### config.mk
export PLATFORM = sky130hd
export DESIGN_NAME = muldiv_unit
export DESIGN_NICKNAME = d
export VERILOG_FILES = /design/src/rtl/muldiv_unit.sv
export SDC_FILE = /design/constraint.sdc
export NUM_CORES = 1
export LEC_CHECK = 0
export CAP_MARGIN = 20
export CORE_MARGIN = 4
export CORE_UTILIZATION = 30
export CTS_BUF_LIST = sky130_fd_sc_hd__clkbuf_4
export CTS_CLUSTER_DIAMETER = 30
export DETAILED_ROUTE_END_ITERATION = 10
export PLACE_DENSITY = 0.44
export SLEW_MARGIN = 5
export SYNTH_ARGS = -nofsm -noshare
export SYNTH_HDL_FRONTEND = slang
export SYNTH_SLANG_ARGS = --single-unit
### constraint.sdc
create_clock -name Clk -period 5.7 [get_ports Clk]
set_clock_uncertainty 0.05 [all_clocks]
set_input_delay 1.14 -clock Clk [delete_from_list [all_inputs] [get_ports Clk]]
set_output_delay 1.14 -clock Clk [all_outputs]
set_load 0.05 [all_outputs]
### src/rtl/muldiv_unit.sv
// Iterative RV32M multiply/divide unit for the Execute stage.
// Radix-2 shift-add multiply and restoring divide on operand magnitudes, one bit per cycle.
module muldiv_unit #(
    parameter int WIDTH = 32
) (
    input  logic             Clk,
    input  logic             Reset,
    input  logic             Start,
    input  logic             Flush,
    input  logic [2:0]       Funct3,
    input  logic [WIDTH-1:0] SrcA,
    input  logic [WIDTH-1:0] SrcB,
    output logic [WIDTH-1:0] Result,
    output logic             Done,
    output logic             Busy,
    output logic             Stall
);

    typedef enum logic [1:0] {
        ST_IDLE = 2'd0,
        ST_CALC = 2'd1,
        ST_DONE = 2'd2
    } state_t;

    state_t      state_r;
    logic [2:0]  op_r;
    logic        neg_r;
    logic        sign_a_r;
    logic [31:0] hi_r;
    logic [31:0] lo_r;
    logic [31:0] opnd_r;
    logic [4:0]  count_r;
    logic [31:0] result_r;
    logic        done_r;
    logic        busy_r;

    logic        sign_a_en_s;
    logic        sign_b_en_s;
    logic        sign_a_s;
    logic        sign_b_s;
    logic [31:0] mag_a_s;
    logic [31:0] mag_b_s;
    logic        is_mul_s;
    logic        div_zero_s;
    logic        div_ovf_s;
    logic [31:0] special_res_s;
    logic [32:0] mul_sum_s;
    logic [32:0] div_shift_s;
    logic        div_ge_s;
    logic [31:0] hi_nx_s;
    logic [31:0] lo_nx_s;
    logic [63:0] prod_s;
    logic [31:0] final_res_s;

    // Operand sign handling and special-case detection at capture time
    always_comb begin
        case (Funct3)
            3'b000, 3'b001, 3'b100, 3'b110: begin sign_a_en_s = 1'b1; sign_b_en_s = 1'b1; end
            3'b010:                         begin sign_a_en_s = 1'b1; sign_b_en_s = 1'b0; end
            default:                        begin sign_a_en_s = 1'b0; sign_b_en_s = 1'b0; end
        endcase
        sign_a_s   = sign_a_en_s & SrcA[31];
        sign_b_s   = sign_b_en_s & SrcB[31];
        mag_a_s    = sign_a_s ? (32'd0 - SrcA) : SrcA;
        mag_b_s    = sign_b_s ? (32'd0 - SrcB) : SrcB;
        is_mul_s   = ~Funct3[2];
        div_zero_s = Funct3[2] & (SrcB == 32'd0);
        div_ovf_s  = Funct3[2] & ~Funct3[0] & (SrcA == 32'h8000_0000) & (SrcB == 32'hFFFF_FFFF);
        if (div_zero_s) begin
            special_res_s = Funct3[1] ? SrcA : 32'hFFFF_FFFF;
        end else if (div_ovf_s) begin
            special_res_s = Funct3[1] ? 32'd0 : 32'h8000_0000;
        end else begin
            special_res_s = 32'd0;
        end
    end

    // One multiply or divide step, plus sign fix-up of the finished result
    always_comb begin
        mul_sum_s   = {1'b0, hi_r} + (lo_r[0] ? {1'b0, opnd_r} : 33'd0);
        div_shift_s = {hi_r, lo_r[31]};
        div_ge_s    = (div_shift_s >= {1'b0, opnd_r});
        if (!op_r[2]) begin
            hi_nx_s = mul_sum_s[32:1];
            lo_nx_s = {mul_sum_s[0], lo_r[31:1]};
        end else if (div_ge_s) begin
            hi_nx_s = div_shift_s[31:0] - opnd_r;
            lo_nx_s = {lo_r[30:0], 1'b1};
        end else begin
            hi_nx_s = div_shift_s[31:0];
            lo_nx_s = {lo_r[30:0], 1'b0};
        end
        prod_s = neg_r ? (64'd0 - {hi_nx_s, lo_nx_s}) : {hi_nx_s, lo_nx_s};
        case (op_r)
            3'b000:                 final_res_s = prod_s[31:0];
            3'b001, 3'b010, 3'b011: final_res_s = prod_s[63:32];
            3'b100, 3'b101:         final_res_s = neg_r ? (32'd0 - lo_nx_s) : lo_nx_s;
            3'b110, 3'b111:         final_res_s = sign_a_r ? (32'd0 - hi_nx_s) : hi_nx_s;
            default:                final_res_s = 32'd0;
        endcase
    end

    // Control FSM with datapath registers and registered outputs
    always_ff @(posedge Clk or posedge Reset) begin
        if (Reset) begin
            state_r  <= ST_IDLE;
            op_r     <= 3'd0;
            neg_r    <= 1'b0;
            sign_a_r <= 1'b0;
            hi_r     <= 32'd0;
            lo_r     <= 32'd0;
            opnd_r   <= 32'd0;
            count_r  <= 5'd0;
            result_r <= 32'd0;
            done_r   <= 1'b0;
            busy_r   <= 1'b0;
        end else if (Flush) begin
            state_r <= ST_IDLE;
            done_r  <= 1'b0;
            busy_r  <= 1'b0;
        end else begin
            case (state_r)
                ST_IDLE: begin
                    done_r <= 1'b0;
                    if (Start) begin
                        op_r     <= Funct3;
                        neg_r    <= sign_a_s ^ sign_b_s;
                        sign_a_r <= sign_a_s;
                        count_r  <= 5'd0;
                        hi_r     <= 32'd0;
                        lo_r     <= is_mul_s ? mag_b_s : mag_a_s;
                        opnd_r   <= is_mul_s ? mag_a_s : mag_b_s;
                        if (div_zero_s | div_ovf_s) begin
                            result_r <= special_res_s;
                            done_r   <= 1'b1;
                            state_r  <= ST_DONE;
                        end else begin
                            busy_r  <= 1'b1;
                            state_r <= ST_CALC;
                        end
                    end else begin
                        state_r <= ST_IDLE;
                    end
                end
                ST_CALC: begin
                    hi_r    <= hi_nx_s;
                    lo_r    <= lo_nx_s;
                    count_r <= count_r + 5'd1;
                    if (count_r == 5'd31) begin
                        result_r <= final_res_s;
                        done_r   <= 1'b1;
                        busy_r   <= 1'b0;
                        state_r  <= ST_DONE;
                    end else begin
                        state_r <= ST_CALC;
                    end
                end
                ST_DONE: begin
                    done_r  <= 1'b0;
                    state_r <= ST_IDLE;
                end
                default: begin
                    done_r  <= 1'b0;
                    busy_r  <= 1'b0;
                    state_r <= ST_IDLE;
                end
            endcase
        end
    end

    assign Result = result_r;
    assign Done   = done_r;
    assign Busy   = busy_r;
    // Stall must rise in the Start cycle itself, so it cannot be registered
    assign Stall  = ((state_r == ST_IDLE) & Start & ~Flush) | (state_r == ST_CALC);

endmodule

[Word level (Yosys, flattened, before mapping)]
Index checks and enable logic that the tools add are counted.
Storage, ports and cells
  register bits after elaboration: 142
  bits of input ports: 71
  word-level logic and storage cells: 114
Operators by class
  multiplexer cells: 44
  add/subtract/negate cells: 8
  bitwise gates (word level): 13
  $lt $le $gt $ge: 1
  reduce and logical (&&, ||, !) cells: 14
  equal/unequal tests: 23
Operators by type and width (number)
  32-bit two-way mux: 19
  32-bit case mux with 2 select lines: 3
  32-bit case mux with 4 select lines: 1
  1-bit by 32-bit subtractor with 32-bit output (first input constant): 4
  32-bit equality test (second input constant): 2
  64-bit two-way mux: 1
  1-bit by 64-bit subtractor with 64-bit output (first input constant): 1
  32-bit by 32-bit adder with 33-bit output: 1
  33-bit by 32-bit greater-or-equal comparator with 1-bit output: 1
  32-bit zero test: 1
  32-bit subtractor: 1
  3-bit equality test (second input constant): 6
  1-bit two-way mux: 11
  5-bit case mux with 2 select lines: 1
  3-bit by 2-bit equality test with 1-bit output (second input constant): 3
  3-bit inequality test (second input constant): 3
  1-bit bitwise AND: 8
  2-bit two-way mux: 4
  2-bit inequality test (second input constant): 4
  3-bit by 1-bit equality test with 1-bit output (second input constant): 2
  3-bit zero test: 2
  3-bit AND reduction: 2
  5-bit by 1-bit adder with 5-bit output (second input constant): 1
  5-bit equality test (second input constant): 1
  other kinds (17): 20

[Longest topological paths before layout]
Gate-level depths: netlist (run 1).
  depth in word-level cells: 9
  gate-level depth with buffers: 23

[Least setup slack after synthesis (run 1)]
Ideal clock, no wire load.
  path kind: flip-flop to flip-flop
  from: reg op_r[2]
  to: reg result_r[16] (netlist: Result[16])
  clock period less this slack: 5.076 ns
  data required time: 5.516 ns
  setup slack: 0.624 ns
  arrival time: 4.892 ns
  buffers on the path: 12
  stages on the path, launching flop included: 22
  library setup time: 0.134 ns
  path through: dfrtp_1 > buf_2 > buf_2 > buf_2 > buf_2 > buf_2 > buf_2 > buf_2 > buf_2 > buf_2 > buf_1 > clkbuf_1 > mux2_2 > ha_1 > o311ai_1 > or3b_4 > or3_1 > buf_6 > o31ai_2 > xor2_1 > a221oi_2 > o31ai_2
Between the ends
  cells in the longest elaborated chain, start to end: 6
Ends and longest elaborated chain
  start, declared: line 26  | logic [2:0] op_r;
  start signal, assigned: line 126  | op_r <= Funct3;
  32-bit two-way mux: line 83  | if (!op_r[2]) begin
  1-bit by 64-bit subtractor with 64-bit output, or another cell as far along: line 93  | prod_s = neg_r ? (64'd0 - {hi_nx_s, lo_nx_s}) : {hi_nx_s, lo_nx_s};
  64-bit two-way mux, or another cell as far along: line 93
  32-bit case mux with 4 select lines *: line 94  | case (op_r)
  32-bit two-way mux *: line 149  | if (count_r == 5'd31) begin
  32-bit case mux with 2 select lines *: line 122  | case (state_r)
  end signal, assigned: line 134  | result_r <= special_res_s;
  end signal, assigned: line 150  | result_r <= final_res_s;
  end, declared: line 33  | logic [31:0] result_r;
Every way passes the cells marked *; elsewhere a longest branch is shown, timed or not. The select of a mux whose other input is x is not followed.
A chain may end at the register's enable or synchronous reset.

[Worst setup path in the final report (run 1)]
  from: reg hi_r[7]
  to: reg result_r[22] (netlist: Result[22])
Between the ends
  cells in the longest elaborated chain, start to end: 8
Ends and longest elaborated chain
  start, declared: line 29  | logic [31:0] hi_r;
  start signal, assigned: line 146  | hi_r <= hi_nx_s;
  32-bit subtractor or 33-bit by 32-bit greater-or-equal comparator with 1-bit output (tied branches): line 87, 82
  32-bit two-way mux or 1-bit two-way mux (tied branches): line 86  | end else if (div_ge_s) begin
  32-bit two-way mux: line 83
  1-bit by 64-bit subtractor with 64-bit output, or another cell as far along: line 93
  64-bit two-way mux, or another cell as far along: line 93
  32-bit case mux with 4 select lines *: line 94
  32-bit two-way mux *: line 149
  32-bit case mux with 2 select lines *: line 122
Marks and branches as above.

==> impl_metrics.env, run 1 <==
export IMPL_synthArstFlopShare_pct=100
export IMPL_synth_seq_cells=142
export IMPL_rr_worst_depth=19
export IMPL_grtUsageMet2_pct=42.2
export IMPL_yosys_warnings=0
export IMPL_period_needed_ns=5.32
export IMPL_antenna_found_initial=6
export IMPL_netlist_instances=2251
export IMPL_clock_sinks=142
export IMPL_synth_xor_area_share_pct=9.03
export IMPL_synth_fa_ha_area_share_pct=5.63
export IMPL_cp_startpoint="hi_r[7]$_DFFE_PP0P_"
export IMPL_arrival_ns=5.85
export IMPL_r2r_slack_ns=0.38
export IMPL_fillers=5878
export IMPL_synth_edf_count=0
export IMPL_cts_tree="yes"
export IMPL_clockBufferDepth=2
export IMPL_ctsHoldBuffers=0
export IMPL_fin_area_um2=19100
export IMPL_wl_per_cell_um=25.8
export IMPL_crit_fanout=21
export IMPL_ys_flop_type="dfrtp_1"
export IMPL_p_sw_uw=3800
export IMPL_slew_viol_final=0
export IMPL_top_usage_layer="met2"
export IMPL_critPathLaunchType="flop"
export IMPL_power_density_nw_per_um2=370
export IMPL_holdPathStages=2
export IMPL_synth_simple_area_share_pct=23.0
export IMPL_layout_drive_gt1_share_pct=10.1
export IMPL_crit_type="reg -> reg"
export IMPL_initial_core_util_pct=30.5
export IMPL_root_buffer="clkbuf_4"
export IMPL_r2r_start="hi_r[7]$_DFFE_PP0P_"
export IMPL_peakVddDrop_mv=0.131
export IMPL_gr_total_overflow=0
export IMPL_track_usage_pct=26.4
export IMPL_grt_pass1_wl_um=118000
export IMPL_core_area_um2=54100
export IMPL_synth_top_family_by_area="compound AO/OA/AOI/OAI gates"
export IMPL_swShare_pct=53.9
export IMPL_intPower_uw=3250
export IMPL_p_clk_share_pct=10.2
export IMPL_clock_latency_ns=0.69
export IMPL_gp_congestion=1.00
export IMPL_wl_um=79200
export IMPL_synth_area_um2=16500
export IMPL_antenna_left=0
export IMPL_slew_headroom_pct=39.4
export IMPL_io_buffers=105
export IMPL_min_from="Result[10]$_DFFE_PP0P_"
export IMPL_syn_nets=2395
export IMPL_ctsHtreeMaxLevel=4
export IMPL_post_synth_num_cell_types=97
export IMPL_syn2layout_area_growth_pct=15.6
export IMPL_setup_violations_final=0
export IMPL_grt_pass1_vias=17300
export IMPL_rsz0062_at_grt="no"
export IMPL_detailed_place_hpwl_um=63900
export IMPL_grt_util_met3_pct=3.75
export IMPL_required_ns=6.23
export IMPL_seqPwrFrac_pct=20.0
export IMPL_finalHoldViolCount=0
export IMPL_power_leakage_uw=0.00771
export IMPL_io_pins=106
export IMPL_tns_ns=0
export IMPL_synth_compound_area_share_pct=31.2
export IMPL_max_freq_ghz=0.188
export IMPL_outcome="finished clean"
export IMPL_final_common_cell="nand2_1"
export IMPL_vias_per_cell=5.82
export IMPL_clkTransAtPathRegs_ns=0.14
export IMPL_worstSetupEndpointType="flop"
export IMPL_worstMarginPinSlew_ns=0.902
export IMPL_maxCapViolCount=0
export IMPL_syn_avg_cell_area_um2=7.33
export IMPL_grt_max_degree=84
export IMPL_rows=85
export IMPL_final_cell_mix="nand2_1 (288), o21ai_0 (230), a21oi_1 (187), nor2_1 (177), dfrtp_1 (139)"
export IMPL_cts_buffers=17
export IMPL_die_area_um2=58800
export IMPL_post_cts_buffers=0
export IMPL_final_period_utilization_pct=93.3
export IMPL_fin_nets=2497
export IMPL_synth_area_mux_share_pct=4.11
export IMPL_drcViolationCount=0
export IMPL_placed_cell_area_um2=18800
export IMPL_gr_usage_met1_pct=36.6
export IMPL_drtIter0Drc=1481
export IMPL_ys_seq_area_share_pct=21.5
export IMPL_vias=17800
export IMPL_min_path_type="reg -> reg"
export IMPL_die_w_um=242
export IMPL_firstDrtPassIters=6
export IMPL_combPwrFrac_pct=69.8
export IMPL_r2r_end="Result[22]$_DFFE_PP0P_"
export IMPL_die_h_um=242
export IMPL_min_to="Result[10]$_DFFE_PP0P_"
-- worst max-delay path, stage by stage, from the launching register on --
cell and delay, ns:
dfrtp_1 0.48, ha_1 0.46, nand2_1 0.26, o21ai_2 0.16, a21oi_2 0.22, o31ai_4 0.12, o211ai_2 0.19, buf_4 0.35
a31oi_1 0.17, inv_1 0.16, ha_1 0.21, o2111ai_1 0.25, nor2_1 0.25, nand3_1 0.17, buf_4 0.24, or4_1 0.66
o31ai_1 0.32, xnor2_1 0.16, o22ai_1 0.14, o22a_1 0.21
-- layer usage --
metal  routed length (um)  up-vias
li1                     -     8450
met1                36300     8683
met2                35700      593
met3                 4490      103
met4                 2640        2
met5                   13        -
-- logic make-up after synthesis --
family | count (synthesis)
AO/OA/AOI/OAI | 792
XOR/XNOR | 170
adder cells (fa/ha/maj) | 73
buffers and inverters | 220
flip-flops | 142
multiplexers | 66
AND/OR/NAND/NOR | 788
-- metrics by stage --
step / instances / hold WS, ns / utilization [%] / total power [uW] / worst slack, ns
finish: 3064 / 0.456 / 35.2 / 7050 / 0.379
global route: 3063 / 0.495 / 35.2 / 7540 / 0.0474
CTS: 3061 / 0.458 / 35.2 / 7010 / 0.249
detailed placement: 3029 / 0.428 / 34.6 / 6260 / -0.00185
global placement: 3029 / 0.430 / 34.6 / 6260 / 0.155
floorplan: 2251 / 0.413 / - / 4500 / 0.624
-- final cells by class --
| cell class | count | area (um2) | area share (%) |
|---|---|---|---|
| flip-flops and latches | 142 | 3560 | 18.7 |
| diodes | 2 | 5.00 | 0.0263 |
| well taps | 696 | 871 | 4.57 |
| clock buffers | 18 | 135 | 0.709 |
| repair buffers | 227 | 2010 | 10.6 |
| multi-input cells | 1889 | 12000 | 63.2 |
| clock inverters | 14 | 141 | 0.742 |
| inverters | 76 | 290 | 1.52 |
-- cell usage after synthesis (6+ instances only) --
library cell  instances  area share (%)
o31a_1                6            0.32
and2_1               44             1.7
o21a_1               16            0.73
nand4_1              30             1.1
a211oi_1             25             1.1
a22o_1               20             1.1
o2111ai_1             6            0.32
buf_4                 6            0.27
a21oi_2               6            0.32
or2_2                15            0.57
xnor2_1             118             6.3
inv_1                74             1.7
nor3_1               51             1.5
o21bai_1             10            0.46
o31ai_1              29             1.3
or4_1                13            0.59
a21oi_1             187             5.7
nor4_1               23            0.87
a221oi_1             10            0.53
nand2_1             288             6.6
mux2_2               14            0.96
o211ai_1             42             1.9
o221ai_1              6            0.32
buf_1                15            0.34
and3_1               13            0.49
clkbuf_1             87             2.0
nor2b_1              10            0.38
ha_1                 71             5.4
nand2b_1             22            0.83
nor2_1              178             4.1
a21boi_0              6            0.27
a21o_1               39             1.8
dfrtp_1             142              22
o22ai_1               9            0.34
a31oi_1              35             1.3
mux2i_1              52             3.2
o41ai_1              11            0.58
buf_2                33             1.0
nand3_1              36             1.1
o21ai_1              16            0.49
o21ai_0             230             7.0
or3_1                28             1.1
xor2_1               52             2.8
a311oi_1              6            0.32
-- how the worst max path moves through the flow --
stage                                         to  slack (ns)  cells past startpoint
final                     Result[22]$_DFFE_PP0P_        0.38                     19
after detailed placement  Result[30]$_DFFE_PP0P_      -0.002                     13
after global placement    Result[31]$_DFFE_PP0P_        0.16                     14
after floorplan           Result[16]$_DFFE_PP0P_        0.62                     21
after global routing      Result[22]$_DFFE_PP0P_        0.05                     19
after CTS                 Result[29]$_DFFE_PP0P_        0.25                     15
-- sequential cells by signal (all words and copies together), names as in the netlist --
signal	flops
hi_r	32
sign_a_r	1
Busy	1
lo_r	32
count_r	5
state_r	2
Done	1
opnd_r	32
op_r	3
neg_r	1
Result	32
-- repair_timing --
action,in CTS,in global routing
endpoints found under the setup margin,0,4
hold endpoints to repair,0,0
resized for setup,0,2
-- power by group through the flow --
stage / clock network [uW] / logic [uW] / registers [uW]
finish: 716 / 4920 / 1410
global route: 775 / 5320 / 1440
CTS: 738 / 4860 / 1410
detailed placement: 0 / 4830 / 1430
global placement: 0 / 4830 / 1430
floorplan: 0 / 3170 / 1330
No activity file was read; power rests on OpenSTA's default activity.
==> inputs of run 2 (changes only) <==
--- a/config.mk
+++ b/config.mk
@@ -11,7 +11,7 @@
 export CTS_BUF_LIST = sky130_fd_sc_hd__clkbuf_4
 export CTS_CLUSTER_DIAMETER = 30
 export DETAILED_ROUTE_END_ITERATION = 10
-export PLACE_DENSITY = 0.44
+export PLACE_DENSITY = 0.46
 export SLEW_MARGIN = 5
 export SYNTH_ARGS = -nofsm -noshare
 export SYNTH_HDL_FRONTEND = slang
==> constraint.sdc (replaced) <==
create_clock -name Clk -period 4.7 [get_ports Clk]
set_clock_uncertainty 0.05 [all_clocks]
set_input_delay 0.94 -clock Clk [delete_from_list [all_inputs] [get_ports Clk]]
set_output_delay 0.94 -clock Clk [all_outputs]
set_load 0.05 [all_outputs]
==> impl_metrics.env, run 2 (synthesized netlist as in run 1, its figures left out) <==
export IMPL_drcViolationCount=0
export IMPL_swShare_pct=50.1
export IMPL_crit_type="reg -> reg"
export IMPL_firstDrtPassIters=5
export IMPL_seqPwrFrac_pct=16.0
export IMPL_slew_headroom_pct=19.1
export IMPL_placed_cell_area_um2=21300
export IMPL_tns_ns=0
export IMPL_crit_fanout=18
export IMPL_dp_cells=3361
export IMPL_die_h_um=242
export IMPL_max_freq_ghz=0.216
export IMPL_arrival_ns=5.19
export IMPL_wl_um=81200
export IMPL_setup_violations_final=0
export IMPL_grt_pass1_wl_um=121000
export IMPL_maxCapViolCount=0
export IMPL_final_cell_mix="buf_4 (455), nand2_1 (284), o21ai_0 (222), nor2_1 (174), a21oi_1 (169)"
export IMPL_critPathLaunchType="flop"
export IMPL_finalHoldViolCount=0
export IMPL_ctsHtreeMaxLevel=4
export IMPL_crit_path_max_incr_delay_ns=0.61
export IMPL_worstMarginPinSlew_ns=1.21
export IMPL_min_path_type="reg -> reg"
export IMPL_p_sw_uw=5060
export IMPL_grt_max_degree=79
export IMPL_vias_per_cell=5.64
export IMPL_io_buffers=105
export IMPL_fin_nets=2841
export IMPL_io_pins=106
export IMPL_rows=85
export IMPL_clock_latency_ns=0.68
export IMPL_ctsHoldBuffers=0
export IMPL_layout_drive_gt1_share_pct=25.8
export IMPL_vias=19200
export IMPL_period_needed_ns=4.63
export IMPL_detailed_place_hpwl_um=66200
export IMPL_rsz0062_at_grt="yes"
export IMPL_clockBufferDepth=2
export IMPL_power_leakage_uw=0.00948
export IMPL_path_cells="ha_1 > nand2b_1 > a21o_1 > a21o_1 > o31ai_4 > o211ai_4 > buf_4 > a31oi_1 > a21oi_2 > or4_4 > nor3b_4 > nand4b_1 > mux2_4 > a31oi_1 > buf_4 > o22a_1"
export IMPL_power_density_nw_per_um2=450
export IMPL_antenna_left=0
export IMPL_gr_total_overflow=0
export IMPL_core_area_um2=54100
export IMPL_die_w_um=242
export IMPL_cts_buffers=17
export IMPL_antenna_found_initial=10
export IMPL_worstSetupEndpointType="flop"
export IMPL_intPower_uw=5050
export IMPL_final_common_cell="buf_4"
export IMPL_root_buffer="clkbuf_4"
export IMPL_slew_viol_final=0
export IMPL_initial_core_util_pct=30.5
export IMPL_syn2layout_area_growth_pct=36.1
export IMPL_outcome="finished clean"
export IMPL_gp_congestion=0.948
export IMPL_fin_util_pct=41.5
export IMPL_combPwrFrac_pct=75.9
export IMPL_crit_path_top_delay_cell="or4_4"
export IMPL_die_area_um2=58800
export IMPL_final_period_utilization_pct=98.4
export IMPL_peakVddDrop_mv=0.209
export IMPL_cts_tree="yes"
export IMPL_clkTransAtPathRegs_ns=0.16
export IMPL_drtIter0Drc=1346
export IMPL_fin_cells=3409
export IMPL_grt_pass1_vias=18700
export IMPL_required_ns=5.27
export IMPL_fin_area_um2=22500
export IMPL_wl_per_cell_um=23.8
export IMPL_p_clk_share_pct=8.1
export IMPL_track_usage_pct=26.7
export IMPL_clock_sinks=142
[run 2: power by group through the flow]
stage / sequential (uW) / clock [uW] / combinational (uW)
after CTS: 1610 / 838 / 7210
final: 1620 / 814 / 7680
after global routing: 1650 / 881 / 8230
after detailed placement: 1630 / 0 / 7110
after global placement: 1630 / 0 / 7100
after floorplan: 1610 / 0 / 3850
[run 2: stage by stage]
| step | setup slack, ns | power, uW | hold WS (ns) |
|---|---|---|---|
| floorplan | -0.00961 | 5460 | 0.413 |
| global placement | -0.360 | 8730 | 0.428 |
| detailed placement | -0.448 | 8740 | 0.425 |
| CTS | -0.00256 | 9650 | 0.417 |
| global route | -0.0449 | 10800 | 0.447 |
| finish | 0.0744 | 10100 | 0.451 |
[run 2: critical path, delay by kind of cell, from the launching register on]
kind | cells | cell delay [ns]
AO/OA/AOI/OAI | 8 | 1.64
AND/OR/NAND/NOR | 4 | 1.29
flip-flops | 1 | 0.48
buffers and inverters | 2 | 0.40
multiplexers | 1 | 0.36
adder cells (fa/ha/maj) | 1 | 0.32
[run 2: final cells by class]
cell class	count	area, um2
Fill cell	5669	31700
Multi-Input combinational cell	1889	12900
Timing Repair Buffer	571	4620
Sequential cell	142	3560
Tap cell	696	871
Inverter	76	289
Clock buffer	17	128
Clock inverter	15	123
Antenna cell	3	7.51
[run 2: final timing paths]
check / start / to / slack, ns / cells after the start
hold / removal: Result[0]$_DFFE_PP0P_ / Result[0]$_DFFE_PP0P_ / 0.45 / 2
max in group asynchronous: Reset / Result[22]$_DFFE_PP0P_ / 3.44 / 3
setup / recovery: hi_r[0]$_DFFE_PP0P_ / Result[29]$_DFFE_PP0P_ / 0.07 / 16
setup reg to reg: hi_r[0]$_DFFE_PP0P_ / Result[29]$_DFFE_PP0P_ / 0.07 / 16
hold reg to reg: Result[0]$_DFFE_PP0P_ / Result[0]$_DFFE_PP0P_ / 0.45 / 2
min in group asynchronous: Reset / opnd_r[5]$_DFFE_PP0P_ / 0.47 / 2
[run 2: timing repair]
item	CTS	global route
gates resized for setup	17	140
gates cloned	0	1
pin swaps	6	39
setup buffers	4	8
setup endpoints to repair	10	19
[run 2: per-layer routing]
layer  routed length (um)  vias to the layer above  part of all wire (%)  track usage [%]
li1                     -                     9149                     -                -
met1                37100                     9410                    46             36.6
met2                38100                      565                    47             44.5
met3                 3900                       85                   4.8             3.17
met4                 2090                        2                   2.6             7.22
met5                    7                        -                0.0086                0
